`config.mk`:
```
export PLATFORM = sky130hd
export DESIGN_NAME = id_ex_stage
export DESIGN_NICKNAME = d
export VERILOG_FILES = /design/src/rtl/id_ex_stage_pkg.sv /design/src/rtl/load_use_detect.sv /design/src/rtl/id_ex_stage.sv
export SDC_FILE = /design/constraint.sdc
export NUM_CORES = 1
export LEC_CHECK = 0
export BUFFER_PORTS_ARGS = -buffer_cell sky130_fd_sc_hd__buf_2
export CORE_ASPECT_RATIO = 0.6
export CORE_MARGIN = 4
export CORE_UTILIZATION = 45
export CTS_BUF_LIST = sky130_fd_sc_hd__clkbuf_4 sky130_fd_sc_hd__clkbuf_8
export DETAILED_ROUTE_END_ITERATION = 16
export GPL_ROUTABILITY_DRIVEN = 0
export PLACE_DENSITY = 0.85
export SYNTH_ARGS = -nofsm -noshare
export SYNTH_HDL_FRONTEND = slang
export SYNTH_SLANG_ARGS = --single-unit
```
`constraint.sdc`:
```
create_clock -name clk -period 2.64 [get_ports clk]
set_clock_uncertainty 0.2 [all_clocks]
set_input_delay 0.396 -clock clk [delete_from_list [all_inputs] [get_ports clk]]
set_output_delay 0.396 -clock clk [all_outputs]
set_load 0.02 [all_outputs]
```
`src/rtl/id_ex_stage_pkg.sv`:
```
// Shared encodings for the ID/EX stage: RegDst selector codes, the EX control
// vector layout, the bubble control value and the link register index.
package id_ex_stage_pkg;

  localparam logic [1:0] REGDST_RT = 2'b00;
  localparam logic [1:0] REGDST_RD = 2'b01;
  localparam logic [1:0] REGDST_RA = 2'b10;

  localparam int RA_IDX = 31;

  typedef struct packed {
    logic reg_wr;
    logic mem_rd;
    logic mem_wr;
    logic mem_to_reg;
    logic alu_src;
  } ex_ctrl_t;

  localparam ex_ctrl_t BUBBLE_CTRL = '0;

endpackage

```
`src/rtl/load_use_detect.sv`:
```
// Combinational load-use hazard detect: a load sitting in EX whose destination
// is read by the real instruction in ID. Writes to $0 never create a hazard.
module load_use_detect #(
  parameter int AW = 5
) (
  input  logic          valid_ex,
  input  logic          ex_mem_rd,
  input  logic [AW-1:0] ex_write_dst,
  input  logic          valid_id,
  input  logic [AW-1:0] rs_id,
  input  logic [AW-1:0] rt_id,
  input  logic          rs_used_id,
  input  logic          rt_used_id,
  output logic          lu
);

  logic rs_hit;
  logic rt_hit;

  assign rs_hit = rs_used_id && (rs_id == ex_write_dst);
  assign rt_hit = rt_used_id && (rt_id == ex_write_dst);
  assign lu     = valid_ex && ex_mem_rd && (ex_write_dst != '0) && valid_id &&
                  (rs_hit || rt_hit);

endmodule

```
`src/rtl/id_ex_stage.sv`:
```
// ID/EX pipeline register with load-use bubble insertion, branch flush and
// memory-stall freeze. Optional WB->ID operand bypass under IDEX_WB_BYPASS_EN.
module id_ex_stage
  import id_ex_stage_pkg::*;
#(
  parameter int DW     = 32,
  parameter int AW     = 5,
  parameter int ALUOPW = 5
) (
  input  logic              clk,
  input  logic              rst,
  input  logic              valid_ID,
  input  logic [AW-1:0]     rs_ID,
  input  logic [AW-1:0]     rt_ID,
  input  logic [AW-1:0]     rd_ID,
  input  logic              rs_used_ID,
  input  logic              rt_used_ID,
  input  logic [1:0]        RegDst_ID,
  input  logic              RegWr_ID,
  input  logic              MemRd_ID,
  input  logic              MemWr_ID,
  input  logic              MemtoReg_ID,
  input  logic              ALUSrc_ID,
  input  logic [ALUOPW-1:0] ALUOp_ID,
  input  logic [DW-1:0]     rd1_ID,
  input  logic [DW-1:0]     rd2_ID,
  input  logic [DW-1:0]     imm32_ID,
  input  logic [DW-1:0]     pc_ID,
`ifdef IDEX_WB_BYPASS_EN
  input  logic              WB_RegWr,
  input  logic [AW-1:0]     WB_WriteDst,
  input  logic [DW-1:0]     WB_data,
`endif
  input  logic              flush_ID_EX,
  input  logic              mem_stall,
  output logic [AW-1:0]     rs_ID_EX_r,
  output logic [AW-1:0]     rt_ID_EX_r,
  output logic [AW-1:0]     WriteDst_ID_EX,
  output logic              EX_RegWr,
  output logic              EX_MemRd,
  output logic              EX_MemWr,
  output logic              EX_MemtoReg,
  output logic              EX_ALUSrc,
  output logic [ALUOPW-1:0] EX_ALUOp,
  output logic [DW-1:0]     rd1_EX,
  output logic [DW-1:0]     rd2_EX,
  output logic [DW-1:0]     imm32_EX,
  output logic [DW-1:0]     pc_EX,
  output logic              valid_EX,
  output logic              PCWr_n,
  output logic              IFIDWr_n,
  output logic [31:0]       bubble_cnt
);

  logic              valid_q, valid_d;
  ex_ctrl_t          ctrl_q, ctrl_d;
  logic [ALUOPW-1:0] aluop_q, aluop_d;
  logic [AW-1:0]     rs_q, rs_d, rt_q, rt_d, wd_q, wd_d;
  logic [DW-1:0]     rd1_q, rd1_d, rd2_q, rd2_d, imm_q, imm_d, pc_q, pc_d;
  logic [31:0]       cnt_q, cnt_d;
  logic              lu;
  logic              hold;
  logic [AW-1:0]     wd_id;
  logic [DW-1:0]     rd1_cap, rd2_cap;

  load_use_detect #(.AW(AW)) u_lu (
    .valid_ex     (valid_q),
    .ex_mem_rd    (ctrl_q.mem_rd),
    .ex_write_dst (wd_q),
    .valid_id     (valid_ID),
    .rs_id        (rs_ID),
    .rt_id        (rt_ID),
    .rs_used_id   (rs_used_ID),
    .rt_used_id   (rt_used_ID),
    .lu           (lu)
  );

  // A taken branch squashes the dependent instruction, so no hold is needed.
  assign hold = mem_stall || (lu && !flush_ID_EX);

  always_comb begin
    wd_id = '0;
    case (RegDst_ID)
      REGDST_RT: wd_id = rt_ID;
      REGDST_RD: wd_id = rd_ID;
      REGDST_RA: wd_id = AW'(RA_IDX);
      default:   wd_id = '0;
    endcase
  end

`ifdef IDEX_WB_BYPASS_EN
  always_comb begin
    rd1_cap = rd1_ID;
    rd2_cap = rd2_ID;
    if (WB_RegWr && (WB_WriteDst != '0) && (WB_WriteDst == rs_ID)) rd1_cap = WB_data;
    if (WB_RegWr && (WB_WriteDst != '0) && (WB_WriteDst == rt_ID)) rd2_cap = WB_data;
  end
`else
  assign rd1_cap = rd1_ID;
  assign rd2_cap = rd2_ID;
`endif

  always_comb begin
    valid_d = valid_q;
    ctrl_d  = ctrl_q;
    aluop_d = aluop_q;
    rs_d    = rs_q;
    rt_d    = rt_q;
    wd_d    = wd_q;
    rd1_d   = rd1_q;
    rd2_d   = rd2_q;
    imm_d   = imm_q;
    pc_d    = pc_q;
    cnt_d   = cnt_q;
    if (mem_stall) begin
      // freeze: keep every register
    end else if (flush_ID_EX || lu) begin
      // Bubble: control and indices cleared, data registers keep stale values.
      valid_d = 1'b0;
      ctrl_d  = BUBBLE_CTRL;
      aluop_d = '0;
      rs_d    = '0;
      rt_d    = '0;
      wd_d    = '0;
      if (!flush_ID_EX) cnt_d = cnt_q + 32'd1;
    end else begin
      valid_d = valid_ID;
      ctrl_d  = valid_ID ? ex_ctrl_t'{RegWr_ID, MemRd_ID, MemWr_ID, MemtoReg_ID, ALUSrc_ID}
                         : BUBBLE_CTRL;
      aluop_d = valid_ID ? ALUOp_ID : '0;
      rs_d    = rs_ID;
      rt_d    = rt_ID;
      wd_d    = wd_id;
      rd1_d   = rd1_cap;
      rd2_d   = rd2_cap;
      imm_d   = imm32_ID;
      pc_d    = pc_ID;
    end
  end

  always_ff @(posedge clk) begin
    if (rst) begin
      valid_q <= 1'b0;
      ctrl_q  <= BUBBLE_CTRL;
      aluop_q <= '0;
      rs_q    <= '0;
      rt_q    <= '0;
      wd_q    <= '0;
      rd1_q   <= '0;
      rd2_q   <= '0;
      imm_q   <= '0;
      pc_q    <= '0;
      cnt_q   <= '0;
    end else begin
      valid_q <= valid_d;
      ctrl_q  <= ctrl_d;
      aluop_q <= aluop_d;
      rs_q    <= rs_d;
      rt_q    <= rt_d;
      wd_q    <= wd_d;
      rd1_q   <= rd1_d;
      rd2_q   <= rd2_d;
      imm_q   <= imm_d;
      pc_q    <= pc_d;
      cnt_q   <= cnt_d;
    end
  end

  assign rs_ID_EX_r     = rs_q;
  assign rt_ID_EX_r     = rt_q;
  assign WriteDst_ID_EX = wd_q;
  assign EX_RegWr       = ctrl_q.reg_wr;
  assign EX_MemRd       = ctrl_q.mem_rd;
  assign EX_MemWr       = ctrl_q.mem_wr;
  assign EX_MemtoReg    = ctrl_q.mem_to_reg;
  assign EX_ALUSrc      = ctrl_q.alu_src;
  assign EX_ALUOp       = aluop_q;
  assign rd1_EX         = rd1_q;
  assign rd2_EX         = rd2_q;
  assign imm32_EX       = imm_q;
  assign pc_EX          = pc_q;
  assign valid_EX       = valid_q;
  assign PCWr_n         = hold;
  assign IFIDWr_n       = hold;
  assign bubble_cnt     = cnt_q;

endmodule

```
# After elaboration in Yosys (flattened, before gate mapping)
# Cells that the tools add are included.
# totals
out_inout_bits	188
wordCells	47
ff_bits	186
# op_classes
eq_ne	4
addsub	1
n_reduce_logical	15
mux	9
bitwise_logic	3
# ops
op	n
5-bit two-way mux	7
32-bit by 1-bit adder with 32-bit output (second input constant)	1
5-bit case mux with 3 select lines	1
5-bit equality test	2
1-bit logical AND	7
5-bit nonzero test	1
1-bit logical OR	3
1-bit NOT	3
3-bit AND reduction	1
2-bit by 1-bit equality test with 1-bit output (second input constant)	1
2-bit equality test (second input constant)	1
2-bit logical NOT	1
2-bit AND reduction	1
1-bit logical NOT	1
1-bit two-way mux	1

# Longest topological paths before layout
# logic_depth
ltp_word	7
mapped_depth	8

# Cells and area by module
# From an unflattened synthesis, not the netlist that was laid out.
# unflattened
cells_unflattened	860
hier_area_um2	6940.4
# modules_own_cells
mod	n_inst	cells_each	seq_area_each_um2	area_per_inst_um2
id_ex_stage	1	843	3723.6	6809.0
load_use_detect	1	17	0.0	131.4

# Least setup slack after synthesis
# OpenSTA, ideal clock, no wires.
# synth_timing
kind	register -> output
start	register wd_q[1], in the netlist WriteDst_ID_EX[1]
end	output PCWr_n
setup_slack_ps	-282
required_ps	2044
path_buffers	3
stages_incl_launch_ff	8
arrival_time_ps	2326
path_cell_list	dfxtp_1 > xnor2_1 > nand4_1 > o22a_2 > buf_2 > buf_1 > o31ai_1 > buf_4
# synth_between
elab_chain_cells	6
# synth_rtl
item	line_no	rtl
start: declaration	id_ex_stage.sv:58	logic [AW-1:0] rs_q, rs_d, rt_q, rt_d, wd_q, wd_d;
start signal: assignment	id_ex_stage.sv:160	wd_q <= wd_d;
5-bit equality test (tied with other cells)	load_use_detect.sv:20	assign rs_hit = rs_used_id && (rs_id == ex_write_dst);
1-bit logical AND (on tied branches)	load_use_detect.sv:20, load_use_detect.sv:21, load_use_detect.sv:22	
1-bit logical OR / 1-bit logical AND (equally long branches)	load_use_detect.sv:23, load_use_detect.sv:22	
1-bit logical AND (*)	load_use_detect.sv:22	assign lu = valid_ex && ex_mem_rd && (ex_write_dst != '0) && valid_id &&
1-bit logical AND (*)	id_ex_stage.sv:79	assign hold = mem_stall || (lu && !flush_ID_EX);
1-bit logical OR (*)	id_ex_stage.sv:79	
end: declaration	id_ex_stage.sv:50	output logic PCWr_n,
# Every way passes the cells marked *; elsewhere a longest branch is shown, timed or not.

# Final worst setup path
# layout_timing
start	register wd_q[4], in the netlist WriteDst_ID_EX[4]
end	output PCWr_n
# The elaborated chain is that of the path after synthesis.

==> results.py <==
metrics = {
    "worst_setup_path": {
        "path_depth": 5,
        "cp.arrival_ns": 1.97,
        "cp.required_ns": 2.04,
        "rr_worst_depth": 8,
        "critical_path.endpoint_type": "output pin",
        "slowest_stage": "dfxtp_2",
        "path_max_fanout": 5,
        "cpPeakStageDelay_ns": 0.37,
        "critPathKind": "flop to output pin",
        "crit_family": "compound AO/OA/AOI/OAI gates",
        "crit_buf_inv": 1,
        "cp_cell_sequence": "xnor2_1, nand4_1, o22a_4, o31ai_4, buf_2",
        "start_kind": "flop",
    },
    "cells_and_area": {
        "final_cell_mix": "buf_2, dfxtp_1, nand4_1, nand3_1, nand2_1",
        "area_delta_synth_final_pct": 26.8,
        "stdcell_area_sq_um": 12400,
        "instances_no_fill": 1779,
        "mostFrequentLayoutCell": "buf_2",
        "final_nets": 1651,
        "drive_above_1_share": 0.309,
        "antennaDiodeCount": 0,
        "final.fill_count": 1864,
    },
    "route": {
        "wl_per_cell_um": 19.7,
        "vias": 11600,
        "routed_wl_mm": 35.1,
        "drc": 0,
        "first_pass_iters": 7,
        "via_per_inst": 6.53,
        "drtIter0Drc": 1161,
        "ant_nets": 0,
    },
    "timing": {
        "drv_slew": 0,
        "rsz0062_at_grt": "yes",
        "min_period_over_period": 0.972,
        "max_slew_margin": 0.466,
        "hold_violations": 0,
        "period_minus_slack_ns": 2.57,
        "tightest_slew_ns": 0.801,
        "setup_violations": 0,
        "max_freq_ghz": 0.390,
    },
    "synth": {
        "synth_edf_count": 0,
        "yosys_warnings": 0,
        "syn_area_sq_um": 9770,
        "syn_nets": 1370,
        "synth_flop_cell": "dfxtp_1",
        "syn_avg_cell_area_sq_um": 8.09,
        "async_reset_ff_frac": 0,
        "seq_area_frac_synth": 0.381,
        "ys_seq_elements": 186,
        "ys_types": 42,
        "syn_inst": 1207,
    },
    "power_and_ir_drop": {
        "leakage_nw": 5.86,
        "fin_total_pwr_mw": 6.32,
        "vdd_drop_max_mv": 0.268,
        "powerDensity_nw_per_um2": 510,
    },
    "floorplanning": {
        "die_h_um": 122,
        "die_w_um": 198,
        "rows": 41,
        "io_pins": 350,
        "initial_utilization": 0.461,
        "dieArea_sq_um": 24200,
        "coreArea_sq_um": 21200,
    },
    "clocking": {
        "cts.sinks": 186,
        "clk_latency_ns": 0.47,
        "cts_tree": "built",
        "clkTransAtPathRegs_ns": 0.10,
        "numCtsBuffers": 17,
        "clock-root-buffer": "clkbuf_8",
        "clock_path_buffers": 2,
        "cts-htree-levels": 4,
    },
    "min_path": {
        "hold_class": "input pin to flop",
        "holdPathStages": 4,
    },
    "global_route": {
        "grt-ovfl-total": 0,
        "grt_pass1_vias": 10300,
        "grt_pass1_wl_mm": 53.5,
        "grt_max_degree": 133,
        "track_usage": 0.267,
        "antenna_found_initial": 1,
    },
    "placement": {
        "place_inst": 1718,
        "port_buffers": 349,
        "placed_cell_area_sq_um": 11700,
        "dp_hpwl_mm": 21.8,
    },
    "run_status": {
        "status": "complete, no violations",
    },
    "run": {
        "cap_viol_max_count": 0,
    },
}
-- cell type report --
class,count,area (sq um),area share
repair buffers,411,2420,0.195
clock buffers,21,283,0.0228
well taps,279,349,0.0282
flip-flops and latches,186,3730,0.301
inverters,4,22.5,0.00182
multi-input cells,868,5470,0.442
clock inverters,10,115,0.00929
-- final timing paths --
check,end,slack [ns],start
setup / recovery,PCWr_n,0.07,WriteDst_ID_EX[4]$_SDFFE_PP0N_
hold / removal,imm32_EX[29]$_SDFFE_PP0P_,0.08,imm32_ID[29]
setup reg to reg,rt_ID_EX_r[0]$_SDFFE_PP0N_,0.13,WriteDst_ID_EX[4]$_SDFFE_PP0N_
hold reg to reg,EX_RegWr$_SDFFE_PP0N_,0.28,EX_RegWr$_SDFFE_PP0N_
-- cell families (layout without fill, tap and decap cells) --
logic type	count (synthesis)	in the layout	share of synthesized area
muxes	13	13	0.0150
adders and majority gates	1	1	0.00128
buffers and inverters	155	446	0.0675
AOI/OAI and AO/OA	205	207	0.177
DFF	186	186	0.381
xor gates and xnor gates	10	10	0.00896
and+or+nand+nor	637	637	0.349
-- cell usage after synthesis, types with 2 or more instances --
cell type / count / share of area
xnor2_1: 10 / 0.0090
nand4_1: 142 / 0.091
nand3_1: 142 / 0.073
a32oi_1: 128 / 0.11
buf_4: 2 / 0.0015
and4_1: 3 / 0.0027
mux2_2: 13 / 0.015
nor4_1: 9 / 0.0058
a22o_1: 25 / 0.022
or2_2: 10 / 0.0064
inv_1: 3 / 0.0012
and3_1: 133 / 0.085
nor2b_1: 11 / 0.0070
a21o_1: 2 / 0.0015
or3_1: 2 / 0.0013
nor2_1: 22 / 0.0085
a21oi_1: 14 / 0.0072
nand2_1: 140 / 0.054
or4_1: 7 / 0.0054
clkbuf_1: 89 / 0.034
buf_2: 50 / 0.026
o311ai_0: 10 / 0.0090
o31ai_1: 9 / 0.0069
buf_1: 9 / 0.0035
o41ai_1: 10 / 0.0090
nor3_1: 7 / 0.0036
nand2b_1: 5 / 0.0032
dfxtp_1: 186 / 0.38
-- per-stage QoR --
| stage | utilization | setup slack [ns] | hold WS [ns] | TNS, ns |
|---|---|---|---|---|
| after global placement | 0.552 | 0.196 | 0.256 | 0 |
| after global routing | 0.585 | -0.0288 | 0.0505 | -0.0570 |
| final | 0.585 | 0.0745 | 0.0815 | 0 |
| after CTS | 0.583 | 0.00464 | 0.0359 | 0 |
| after floorplan | - | 0.0431 | 0.322 | 0 |
| after detailed placement | 0.552 | 0.113 | 0.260 | 0 |
-- routing by layer --
| layer | vias up | share of wire | global-route usage |
|---|---|---|---|
| met1 | 5507 | 0.41 | 0.365 |
| met3 | 90 | 0.12 | 0.0713 |
| met5 | - | 0.00026 | 0 |
| li1 | 5251 | - | - |
| met2 | 773 | 0.45 | 0.409 |
| met4 | 2 | 0.027 | 0.0911 |
-- what timing repair did --
action,4_1_cts,5_1_grt
gates cloned,2,0
endpoints found under the setup margin,2,24
pin swaps,3,3
setup buffers,4,4
endpoints found under the hold margin,20,0
hold buffers,20,0
gates resized for setup,5,3
-- power by group --
group | switching, mW | internal (mW) | leakage, nW
Combinational | 0.746 | 0.455 | 4.12
Clock | 1.05 | 0.926 | 0.210
Sequential | 0.149 | 2.99 | 1.53
-- sequential cells by signal, summed over array words and instances (netlist names), 5 cells and up --
signal,count
bubble_cnt,32
imm32_EX,32
pc_EX,32
rd1_EX,32
rd2_EX,32
EX_ALUOp,5
WriteDst_ID_EX,5
rs_ID_EX_r,5
rt_ID_EX_r,5
-- tightest hold or removal path, stage by stage --
cell and delay (ns):
buf_2 0.07, and3_1 0.15, nand2_1 0.05, nand3_1 0.05
Note: power is estimated with default switching activity, not from simulation.
